==> src/rtl/seg7_scan_encoder.sv <==
// Watches a multiplexed active-low 7-segment bus and turns each settled digit back into BCD.
// Every settled digit is captured. When all digits have been seen, they are presented together as one frame.
module seg7_scan_encoder #(
  parameter int DIGITS     = 4,
  parameter int STABLE_CYC = 4
) (
  input  logic                  clk,
  input  logic                  reset,
  input  logic [6:0]            seg_n,
  input  logic [DIGITS-1:0]     an_n,
  output logic                  digit_valid,
  output logic [2:0]            digit_idx,
  output logic [3:0]            digit_bcd,
  output logic                  frame_valid,
  output logic [4*DIGITS-1:0]   frame_bcd,
  output logic                  frame_err
);

  localparam int SW = 7 + DIGITS;
  localparam logic [7:0] CNT_MAX = 8'(STABLE_CYC);
  localparam logic [7:0] CNT_M1  = 8'(STABLE_CYC - 1);

  logic [SW-1:0]         samp_in, samp;
  logic [7:0]            cnt;
  logic [3:0]            n_low;
  logic                  an_ok;
  logic [2:0]            an_idx;
  logic [3:0]            enc_bcd;
  logic                  enc_err;
  logic                  capture;
  logic                  frame_done;
  logic [DIGITS-1:0]     mask, mask_nxt;
  logic [4*DIGITS-1:0]   slots, slots_nxt;
  logic                  err_acc, err_nxt;

  assign samp_in = {seg_n, an_n};

  always_comb begin
    n_low  = 4'd0;
    an_idx = 3'd0;
    for (int i = 0; i < DIGITS; i++) begin
      if (!an_n[i]) begin
        n_low  = n_low + 4'd1;
        an_idx = 3'(i);
      end
    end
    an_ok = (n_low == 4'd1);
  end

  always_comb begin
    enc_err = 1'b0;
    case (seg_n)
      7'b0000001: enc_bcd = 4'd0;
      7'b1001111: enc_bcd = 4'd1;
      7'b0010010: enc_bcd = 4'd2;
      7'b0000110: enc_bcd = 4'd3;
      7'b1001100: enc_bcd = 4'd4;
      7'b0100100: enc_bcd = 4'd5;
      7'b0100000: enc_bcd = 4'd6;
      7'b0001111: enc_bcd = 4'd7;
      7'b0000000: enc_bcd = 4'd8;
      7'b0001100: enc_bcd = 4'd9;
      7'b1111111: enc_bcd = 4'hF;
      default: begin
        enc_bcd = 4'hE;
        enc_err = 1'b1;
      end
    endcase
  end

  // The input matches the held sample here, so encoding the live input equals encoding the sample.
  assign capture = an_ok && (samp_in == samp) && (cnt == CNT_M1);

  always_comb begin
    mask_nxt  = mask;
    slots_nxt = slots;
    err_nxt   = err_acc | enc_err;
    for (int i = 0; i < DIGITS; i++) begin
      if (an_idx == 3'(i)) begin
        mask_nxt[i]        = 1'b1;
        slots_nxt[4*i +: 4] = enc_bcd;
      end
    end
    frame_done = &mask_nxt;
  end

  always_ff @(posedge clk or posedge reset) begin
    if (reset) begin
      samp        <= {7'b0000000, {DIGITS{1'b1}}};
      cnt         <= 8'd0;
      mask        <= '0;
      slots       <= '0;
      err_acc     <= 1'b0;
      digit_valid <= 1'b0;
      digit_idx   <= 3'd0;
      digit_bcd   <= 4'd0;
      frame_valid <= 1'b0;
      frame_bcd   <= '0;
      frame_err   <= 1'b0;
    end else begin
      samp        <= samp_in;
      digit_valid <= capture;
      frame_valid <= 1'b0;
      if (!an_ok)
        cnt <= 8'd0;
      else if (samp_in == samp) begin
        if (cnt != CNT_MAX)
          cnt <= cnt + 8'd1;
      end else
        cnt <= 8'd1;
      if (capture) begin
        digit_idx <= an_idx;
        digit_bcd <= enc_bcd;
        // The completing digit goes into this frame. The mask is cleared so that nothing carries over to the next frame.
        if (frame_done) begin
          frame_bcd   <= slots_nxt;
          frame_err   <= err_nxt;
          frame_valid <= 1'b1;
          mask        <= '0;
          err_acc     <= 1'b0;
          slots       <= slots_nxt;
        end else begin
          mask    <= mask_nxt;
          err_acc <= err_nxt;
          slots   <= slots_nxt;
        end
      end
    end
  end

endmodule

==> config.mk <==
export PLATFORM = sky130hd
export DESIGN_NAME = seg7_scan_encoder
export DESIGN_NICKNAME = d
export VERILOG_FILES = /design/src/rtl/seg7_scan_encoder.sv
export SDC_FILE = /design/constraint.sdc
export NUM_CORES = 1
export LEC_CHECK = 0
export CORE_ASPECT_RATIO = 0.6
export CORE_MARGIN = 2
export CORE_UTILIZATION = 60
export CTS_CLUSTER_DIAMETER = 30
export CTS_CLUSTER_SIZE = 14
export DETAILED_ROUTE_END_ITERATION = 7
export GPL_TIMING_DRIVEN = 0
export PLACE_DENSITY_LB_ADDON = 0.1
export SYNTH_ARGS = -nofsm -noshare
export SYNTH_HDL_FRONTEND = slang
export SYNTH_SLANG_ARGS = --single-unit
==> constraint.sdc <==
create_clock -name clk -period 3.6 [get_ports clk]
set_clock_uncertainty 0.2 [all_clocks]
set_input_delay 0.72 -clock clk [delete_from_list [all_inputs] [get_ports clk]]
set_output_delay 0.72 -clock clk [all_outputs]
set_load 0.02 [all_outputs]
==> results of run 1 <==
-- logic make-up (layout without fill, tap and decap cells) --
| family | count (synthesis) | count (layout) | share of synthesized area [%] |
|---|---|---|---|
| muxes | 44 | 44 | 15.9 |
| xor gates and xnor gates | 22 | 22 | 6.01 |
| adders and majority gates | 5 | 5 | 1.81 |
| DFF | 65 | 65 | 47.2 |
| and+or+nand+nor | 95 | 95 | 16.1 |
| AOI/OAI and AO/OA | 36 | 36 | 7.53 |
| other | 1 | 1 | 0.109 |
| buffers and inverters | 36 | 91 | 5.32 |
-- how the worst max path moves through the flow --
stage | startpoint | end | slack (ns) | cells past startpoint
finish | an_n[2] | frame_bcd[12]$_DFFE_PP0P_ | 0.11 | 10
global route | an_n[1] | frame_bcd[12]$_DFFE_PP0P_ | 0.003 | 11
CTS | an_n[0] | frame_bcd[12]$_DFFE_PP0P_ | 0.005 | 11
detailed placement | an_n[1] | frame_bcd[12]$_DFFE_PP0P_ | -0.53 | 10
global placement | an_n[1] | frame_bcd[12]$_DFFE_PP0P_ | -0.49 | 10
floorplan | an_n[0] | frame_bcd[10]$_DFFE_PP0P_ | 0.35 | 9
-- placed cells by master (no fill, tap or decap), types with 3 or more instances in the layout --
master           synthesis  final
and3_1                   4      4
buf_2                    3      3
nor4_1                   5      5
xnor2_1                  3      3
buf_6                    5      5
mux2_2                  26     26
o21ai_0                  3      3
a21boi_0                 3      3
dfrtp_1                 61     61
xor2_1                  17     17
nor4_4                   2      3
inv_1                   19     18
nor3_1                  11     10
dfstp_2                  4      4
buf_4                    2      4
o41ai_1                  3      3
nand4_1                 10     10
nand2_1                 16     16
nor2b_1                  3      3
a211oi_1                 4      4
mux2_4                  15     15
clkbuf_8                 0     10
clkdlybuf4s50_1          0     35
a21oi_1                  6      6
ha_1                     5      5
and4_1                   3      3
clkbuf_1                 6      8
a31oi_1                  5      5
nor2_1                  18     18
nand3_1                  7      7
-- worst register-to-register path, cell delays in order (launching register included) --
cell and delay (ns):
dfrtp_1 0.43, nor3_1 0.45, nand4_1 0.35, or4_4 0.65
buf_6 0.19, mux2_4 0.31
-- what timing repair did --
item,4_1_cts,5_1_grt
gates resized for setup,3,3
setup buffers,1,1
setup endpoints to repair,20,24
pin swaps,1,0
cloned,0,0
-- state kept, by name (all words and copies together), names as in the netlist --
signal       count
digit_bcd        4
cnt              8
slots           16
frame_bcd       16
frame_valid      1
digit_idx        2
err_acc          1
samp            11
mask             4
frame_err        1
digit_valid      1
-- power by group --
group	internal (W)	switching [W]	leakage, nW
logic	0.0000619	0.000100	1.04
clock network	0.000263	0.000267	0.0822
registers	0.000740	0.00000487	0.846
total	0.00106	0.000372	1.96
-- stage by stage --
stage | cells | setup slack [ns] | TNS [ns] | cell area, µm²
3_5_place_dp | 422 | -0.532 | -17.27 | 3950
2_1_floorplan | 304 | 0.354 | 0 | 3450
4_1_cts | 438 | 0.00528 | 0 | 4130
6_report | 439 | 0.106 | 0 | 4150
5_1_grt | 439 | 0.00306 | 0 | 4150
3_3_place_gp | 421 | -0.486 | -19.22 | 3930
-- routing by layer --
layer	vias up	GRT usage, %
met4	0	7.00
met1	1250	38.6
met2	102	35.5
met3	11	8.28
met5	-	0
li1	1186	-
-- area by class of cell --
type / instances / area (µm²) / area share (%)
Tap cell: 80 / 100 / 2.41
Inverter: 19 / 71.3 / 1.72
Sequential cell: 65 / 1630 / 39.3
Clock buffer: 12 / 145 / 3.50
Multi-Input combinational cell: 203 / 1660 / 40.1
Buffer: 17 / 113 / 2.71
Timing Repair Buffer: 40 / 407 / 9.80
Clock inverter: 3 / 17.5 / 0.422
==> reports/qor.yml, run 1 <==
first_iter_violations: 161
grt_setup_unrepaired: "false"
top_layer: "met4"
final_util_pct: 74.5
crit_family: "buffers and inverters"
n_fill_cell: 404
grt.total_usage_pct: 25.6
ys_seq_area_share_pct: 47.2
start_util_pct: 62.0
ys_types: 56
yosysMostFrequentCell: "dfrtp_1"
yosysTopAreaCellShare_pct: 44.2
min_path_cells: 1
antenna_found_initial: 0
synthArstFlopShare_pct: 100
wirelength_mm: 7.47
reg2reg_depth: 5
post-synth-top-area-cell: "dfrtp_1"
whs_ns: 0.308
clkLatencyLatePin_ns: 0.34
port_buffers: 37
min_period_over_period_pct: 97.1
crit_top_cell: "buf_6"
yosys_warnings: 0
setup.worst_path.end_class: "flip-flop"
worstMarginPinSlew_ns: 0.961
dr_wl_met2_mm: 3.19
finalPower_w: 0.00144
pin_count: 39
crit_chain: "clkdlybuf4s50_1 > buf_6 > mux2i_2 > inv_1 > ha_1 > nor3_2 > a32oi_2 > or4_4 > buf_6 > mux2_4"
synthTopCellsByArea: "dfrtp_1, mux2_2, mux2_4"
wl_per_cell_um: 17.0
leakagePower_nw: 1.96
syn2layout_area_growth_pct: 20.1
fmax_mhz: 286
synthCells: 304
critPathMaxStageDelay_ns: 0.62
worstPathRequired_ns: 3.63
grt_max_degree: 42
rows: 21
ys.flop_type: "dfrtp_1"
crit_type: "primary input to flip-flop"
synth_edf_count: 0
synth_common_cells: "dfrtp_1, mux2_2, inv_1"
layout_min_cycle_time_ns: 3.49
status: "complete, no violations"
route.detailed.drc: 0
place.gp.congestion: 0.844
worst_setup_path_start_kind: "primary input"
dieArea_um2: 6400
root_buffer: "clkbuf_8"
nets: 373
die-width_um: 102
clock_sinks: 65
hold_start: "slots[8]$_DFFE_PP0N_"
setup_viol: 0
cp_slowest_cell: "or4_4"
cts_buffers: 9
diodes: 0
slew_violations: 0
wl_met3_um: 597
power.density_nw_per_um2: 346
hp-class: "flip-flop to flip-flop"
first_pass_iters: 5
crit_fanout: 10
grt_pass1_vias: 2492
layout-drive-gt1-share_pct: 23.7
clk_pin_slew_ns: 0.07
dp_hpwl_mm: 5.17
rr_endpoint: "frame_bcd[12]$_DFFE_PP0P_"
ant_nets: 0
overflow: 0
maxCapViolations: 0
synth_area_per_cell_um2: 11.4
worstHoldEndpoint: "slots[8]$_DFFE_PP0N_"
syn_area_um2: 3450
timing.reg2reg.setup_slack_ns: 0.91
critical_path_buf_inv_count: 4
via_count: 2549
max_slew_margin_pct: 35.6
drt-met1-wl_mm: 3.60
coreArea_um2: 5570
r2r-start: "cnt[4]$_DFFE_PP0P_"
grt_pass1_wl_mm: 12.5
viasPerCell: 5.81
cts_tree: "done"
clk_path_buf_depth: 2
synth_seq_cells: 65
syn_nets: 322
critPathArrivalTime_ns: 3.52
cts_max_level: 3
finalHoldViolCount: 0
postCtsHoldBufs: 0
die_h_um: 62.8
irDropWorstVdd_v: 0.000220
Note: power is estimated with default switching activity, not from simulation.
==> run 2: changes to the inputs <==
- CORE_ASPECT_RATIO: 0.6 -> 0.5
==> run 2 against run 1 <==
  * Via count grew 1.7%
  * Largest power group is now the clock network
  * Largest cell class unchanged
  * Routed wire length grew 6.0%
  * Global-route usage grew 0.91 points
  * Critical path depth is the same
  * Highest routed layer unchanged
  * Critical endpoint is now frame_bcd[7]$_DFFE_PP0P_
  * Setup slack gained 0.046 ns
  * Count of clock-buffer cells in the layout grew 2
  * Flip-flop and latch count is the same
==> reports/qor.yml, run 2 (synthesized netlist as in run 1, its figures left out) <==
irDropWorstVdd_v: 0.000386  # was 0.000220 V
critical_path_buf_inv_count: 4  # unchanged
first_iter_violations: 203  # was 161
fin_ws_ns: 0.152  # was 0.106 ns
place_area_um2: 3940  # was 3950 µm²
fmax_mhz: 290  # was 286 MHz
cp_slowest_cell: "or4_4"  # unchanged
slew_violations: 0  # unchanged
rows: 19  # was 21
syn2layout_area_growth_pct: 22.7  # was 20.1%
dp_hpwl_mm: 5.50  # was 5.17 mm
crit_chain: "clkdlybuf4s50_1 > buf_6 > mux2i_2 > inv_1 > ha_1 > nor3_4 > a32oi_2 > or4_4 > buf_6 > mux2_4"  # was clkdlybuf4s50_1 > buf_6 > mux2i_2 > inv_1 > ha_1 > nor3_2 > a32oi_2 > or4_4 > buf_6 > mux2_4
grt_max_degree: 36  # was 42
crit_type: "primary input to flip-flop"  # unchanged
hold_start: "slots[9]$_DFFE_PP0N_"  # was slots[8]$_DFFE_PP0N_
coreArea_um2: 5520  # was 5570 µm²
worst_setup_path_start_kind: "primary input"  # unchanged
via_count: 2593  # was 2549
status: "complete, no violations"  # unchanged
clk_path_buf_depth: 2  # unchanged
startpoint: "an_n[2]"  # unchanged
crit_family: "buffers and inverters"  # unchanged
layout-drive-gt1-share_pct: 23.2  # was 23.7%
route.detailed.drc: 0  # unchanged
root_buffer: "clkbuf_16"  # was clkbuf_8
largestRegisters: "frame_bcd: 16 flops, slots: 16 flops, samp: 11 flops"  # unchanged
place.gp.congestion: 0.847  # was 0.844
viasPerCell: 6.02  # was 5.81
grt_pass1_vias: 2638  # was 2492
port_buffers: 37  # unchanged
grt.total_usage_pct: 26.6  # was 25.6%
final_area_um2: 4240  # was 4150 µm²
dieArea_um2: 6420  # was 6400 µm²
nets: 373  # unchanged
start_util_pct: 62.6  # was 62.0%
power.density_nw_per_um2: 400  # was 346 nW/µm²
tns_ns: 0  # unchanged
worstMarginPinSlew_ns: 0.674  # was 0.961 ns
crit_top_cell: "buf_6"  # unchanged
setup_viol: 0  # unchanged
finalHoldViolCount: 0  # unchanged
cts_max_level: 3  # unchanged
layout_commonest_cell: "dfrtp_1"  # unchanged
dp.cells: 415  # was 422
grt_setup_unrepaired: "false"  # unchanged
wirelength_mm: 7.92  # was 7.47 mm
clkLatencyLatePin_ns: 0.33  # was 0.34 ns
overflow: 0  # unchanged
cts_tree: "done"  # unchanged
die-width_um: 111  # was 102 µm
clock_sinks: 65  # unchanged
pin_count: 39  # unchanged
final_cells: 431  # was 439
max_slew_margin_pct: 54.7  # was 35.6%
pre_cts_slack_ns: -0.549  # was -0.532 ns
ant_nets: 0  # unchanged
layout_common_cells: "dfrtp_1, clkdlybuf4s50_1, mux2_2"  # unchanged
grt_pass1_wl_mm: 12.8  # was 12.5 mm
finalPower_w: 0.00170  # was 0.00144 W
diodes: 0  # unchanged
hp-class: "flip-flop to flip-flop"  # unchanged
cts_buffers: 9  # unchanged
first_pass_iters: 4  # was 5
worstPathRequired_ns: 3.61  # was 3.63 ns
layout_min_cycle_time_ns: 3.45  # was 3.49 ns
min_period_over_period_pct: 95.8  # was 97.1%
critPathMaxStageDelay_ns: 0.61  # was 0.62 ns
r2r-start: "cnt[4]$_DFFE_PP0P_"  # unchanged
setup.worst_path.end_class: "flip-flop"  # unchanged
clk_pin_slew_ns: 0.05  # was 0.07 ns
die_h_um: 57.7  # was 62.8 µm
crit_fanout: 10  # unchanged
antenna_found_initial: 0  # unchanged
wl_per_cell_um: 18.4  # was 17.0 µm
critPathArrivalTime_ns: 3.46  # was 3.52 ns
leakagePower_nw: 2.01  # was 1.96 nW
maxCapViolations: 0  # unchanged
-- run 2: worst paths after layout --
check,slack [ns],to,cells after the start
max,0.15,frame_bcd[7]$_DFFE_PP0P_,10
min,0.30,slots[9]$_DFFE_PP0N_,1
max reg2reg,0.91,frame_bcd[7]$_DFFE_PP0P_,5
min reg2reg,0.30,slots[9]$_DFFE_PP0N_,1
max in group asynchronous,1.97,digit_bcd[0]$_DFFE_PP0N_,3
min in group asynchronous,0.62,slots[1]$_DFFE_PP0N_,2
-- run 2: final cells by class --
class / count / area, µm²
Fill cell: 379 / 1280
Multi-Input combinational cell: 203 / 1660
Clock buffer: 14 / 264
Buffer: 17 / 113
Inverter: 19 / 71.3
Timing Repair Buffer: 40 / 407
Tap cell: 73 / 91.3
Sequential cell: 65 / 1630
-- run 2: worst register-to-register path, cell delays in order, from the launching register on --
cell and delay, ns:
dfrtp_1 0.42, nor3_1 0.51, nand4_1 0.31, or4_4 0.63, buf_6 0.19, mux2_4 0.31
-- run 2: power by group --
part           internal [W]  switching, W  total (W)
Combinational     0.0000627      0.000103   0.000166
Clock              0.000496      0.000289   0.000785
Sequential         0.000742    0.00000449   0.000746
Total               0.00130      0.000397    0.00170
-- run 2: repair_timing --
item	CTS	global route
setup endpoints to repair	28	38
pin swaps	1	1
setup buffers	1	1
hold buffers	0	0
resized for setup	4	2
-- run 2: through the flow --
stage / util [%] / hold WS (ns)
4_1_cts: 76.6 / 0.303
3_3_place_gp: 71.0 / 0.284
3_5_place_dp: 71.4 / 0.293
2_1_floorplan: - / 0.275
5_1_grt: 76.9 / 0.315
6_report: 76.9 / 0.300
-- run 2: per-layer routing --
metal	track usage, %	wire [µm]	up-vias
met5	0	0	-
met4	9.88	130	0
met3	9.94	606	18
met2	42.8	3630	97
met1	33.7	3550	1284
li1	-	-	1194
==> run 3: changes to the inputs <==
- CORE_MARGIN: 2 -> 1
==> run 3 against run 2 <==
  * Hold slack improved by 0.0036 ns
  * Die area down 5.2%
  * Sequential share of layout area down 0.48 points
  * Global-route usage is 1.9 points higher
  * Sequential power hardly changed
  * Maximum frequency barely moved
  * Setup slack got worse by 0.0028 ns
  * Routed wire length about the same
==> reports/qor.yml, run 3 (synthesized netlist as in run 1, its figures left out) <==
coreArea_um2: 5520  # unchanged
status: "complete, no violations"  # unchanged
wl_per_cell_um: 18.3  # was 18.4 µm
worstMarginPinSlew_ns: 0.673  # was 0.674 ns
crit_chain: "clkdlybuf4s50_1 > buf_6 > mux2i_2 > inv_1 > ha_1 > nor3_2 > a32oi_2 > or4_4 > buf_6 > mux2_4"  # was clkdlybuf4s50_1 > buf_6 > mux2i_2 > inv_1 > ha_1 > nor3_4 > a32oi_2 > or4_4 > buf_6 > mux2_4
die_h_um: 55.7  # was 57.7 µm
slew_violations: 0  # unchanged
syn2layout_area_growth_pct: 24.3  # was 22.7%
clkLatencyLatePin_ns: 0.33  # about the same
grt_pass1_wl_mm: 12.8  # about the same
dp.cells: 415  # unchanged
route.detailed.drc: 0  # unchanged
grt.total_usage_pct: 28.5  # was 26.6%
cts_max_level: 3  # unchanged
setup.worst_path.end_class: "flip-flop"  # unchanged
wirelength_mm: 7.92  # about the same
critical_path_buf_inv_count: 4  # unchanged
first_pass_iters: 5  # was 4
grt_pass1_vias: 2533  # was 2638
crit_family: "buffers and inverters"  # unchanged
port_buffers: 37  # unchanged
pre_cts_slack_ns: -0.582  # was -0.549 ns
clock_sinks: 65  # unchanged
first_iter_violations: 175  # was 203
cts_buffers: 9  # unchanged
worst_setup_path_start_kind: "primary input"  # unchanged
rows: 19  # unchanged
max_slew_margin_pct: 54.9  # was 54.7%
ant_nets: 0  # unchanged
critPathMaxStageDelay_ns: 0.60  # was 0.61 ns
crit_type: "primary input to flip-flop"  # unchanged
via_count: 2623  # was 2593
whs_ns: 0.304  # was 0.300 ns
antenna_found_initial: 0  # unchanged
power.density_nw_per_um2: 433  # was 400 nW/µm²
place.gp.congestion: 0.930  # was 0.847
start_util_pct: 62.6  # unchanged
cts_tree: "done"  # unchanged
irDropWorstVdd_v: 0.000410  # was 0.000386 V
clk_pin_slew_ns: 0.05  # about the same
setup_viol: 0  # unchanged
hp-class: "flip-flop to flip-flop"  # unchanged
nets: 372  # was 373
dp_hpwl_mm: 5.59  # was 5.50 mm
diodes: 0  # unchanged
layout_commonest_cell: "dfrtp_1"  # unchanged
leakagePower_nw: 2.03  # was 2.01 nW
layout_min_cycle_time_ns: 3.45  # about the same
crit_fanout: 10  # unchanged
finalHoldViolCount: 0  # unchanged
place_area_um2: 3940  # unchanged
fin_ws_ns: 0.149  # was 0.152 ns
root_buffer: "clkbuf_16"  # unchanged
final_util_pct: 77.8  # was 76.9%
viasPerCell: 6.07  # was 6.02
fmax_mhz: 290  # about the same
pin_count: 39  # unchanged
layout-drive-gt1-share_pct: 24.2  # was 23.2%
dieArea_um2: 6080  # was 6420 µm²
final_area_um2: 4290  # was 4240 µm²
die-width_um: 109  # was 111 µm
postCtsHoldBufs: 0  # unchanged
grt_setup_unrepaired: "false"  # unchanged
crit_top_cell: "buf_6"  # unchanged
worstPathRequired_ns: 3.62  # was 3.61 ns
critPathArrivalTime_ns: 3.47  # was 3.46 ns
layout_common_cells: "dfrtp_1, clkdlybuf4s50_1, mux2_2"  # unchanged
grt_max_degree: 46  # was 36
final_cells: 432  # was 431
overflow: 0  # unchanged
clk_path_buf_depth: 2  # unchanged
cp_slowest_cell: "or4_4"  # unchanged
largestRegisters: "frame_bcd: 16 flops, slots: 16 flops, samp: 11 flops"  # unchanged
min_period_over_period_pct: 95.9  # was 95.8%
maxCapViolations: 0  # unchanged
[run 3: changes by cell type in the layout (fill, tap and decap cells not counted), sizes merged]
cell           previous run  this run
buf                      14        13
bufinv                    0         2
clkbuf                   20        17
clkdlybuf4s15             0         1
clkinv                    0         2
clkinvlp                  0         1
dlygate4sd2               1         0
[run 3: layout make-up]
cell class / instances / area, µm²
buffer: 17 / 113
clock buffer: 11 / 253
clock inverter: 5 / 77.6
fill: 351 / 1220
inverter: 19 / 71.3
multi-input combinational: 203 / 1660
sequential: 65 / 1630
tap: 73 / 91.3
timing repair buffer: 39 / 400
[run 3: metal layers]
layer / part of all wire (%) / track usage (%) / vias up
met3: 7.1 / 7.38 / 21
met4: 1.7 / 8.38 / 0
li1: - / - / 1191
met5: 0 / 0 / -
met2: 46 / 44.2 / 129
met1: 46 / 39.7 / 1282
[run 3: power by group]
| part | switching (W) | internal [W] | total, W | leakage [nW] |
|---|---|---|---|---|
| logic | 0.000102 | 0.0000610 | 0.000163 | 1.02 |
| clock network | 0.000310 | 0.000640 | 0.000950 | 0.162 |
| registers | 0.00000479 | 0.000741 | 0.000746 | 0.846 |
[run 3: what timing repair did]
action	in CTS	in global routing
buffers inserted	1	0
setup endpoints to repair	38	34
pin swaps	1	0
gates resized for setup	4	2
[run 3: worst reg2reg max path, delay by kind of cell (launching register included)]
family	cells	cell delay [ns]
buf+inv	1	0.19
flops	1	0.42
mux	1	0.31
simple gates	3	1.49
[run 3: worst paths after layout]
path                                           from                         to  slack [ns]  cells past startpoint
setup / recovery                            an_n[2]   frame_bcd[8]$_DFFE_PP0P_        0.15                     10
hold / removal             digit_bcd[0]$_DFFE_PP0N_   digit_bcd[0]$_DFFE_PP0N_        0.30                      1
setup reg to reg                 cnt[4]$_DFFE_PP0P_   frame_bcd[8]$_DFFE_PP0P_        0.89                      5
hold reg to reg            digit_bcd[0]$_DFFE_PP0N_   digit_bcd[0]$_DFFE_PP0N_        0.30                      1
max in group asynchronous                     reset  frame_bcd[14]$_DFFE_PP0P_        2.08                      3
min in group asynchronous                     reset   digit_bcd[1]$_DFFE_PP0N_        0.52                      2
[run 3: through the flow]
stage / total power, W / TNS [ns]
finish: 0.00186 / 0
global route: 0.00192 / 0
CTS: 0.00187 / 0
detailed placement: 0.000911 / -19.20
global placement: 0.000901 / -15.16
floorplan: 0.000861 / 0
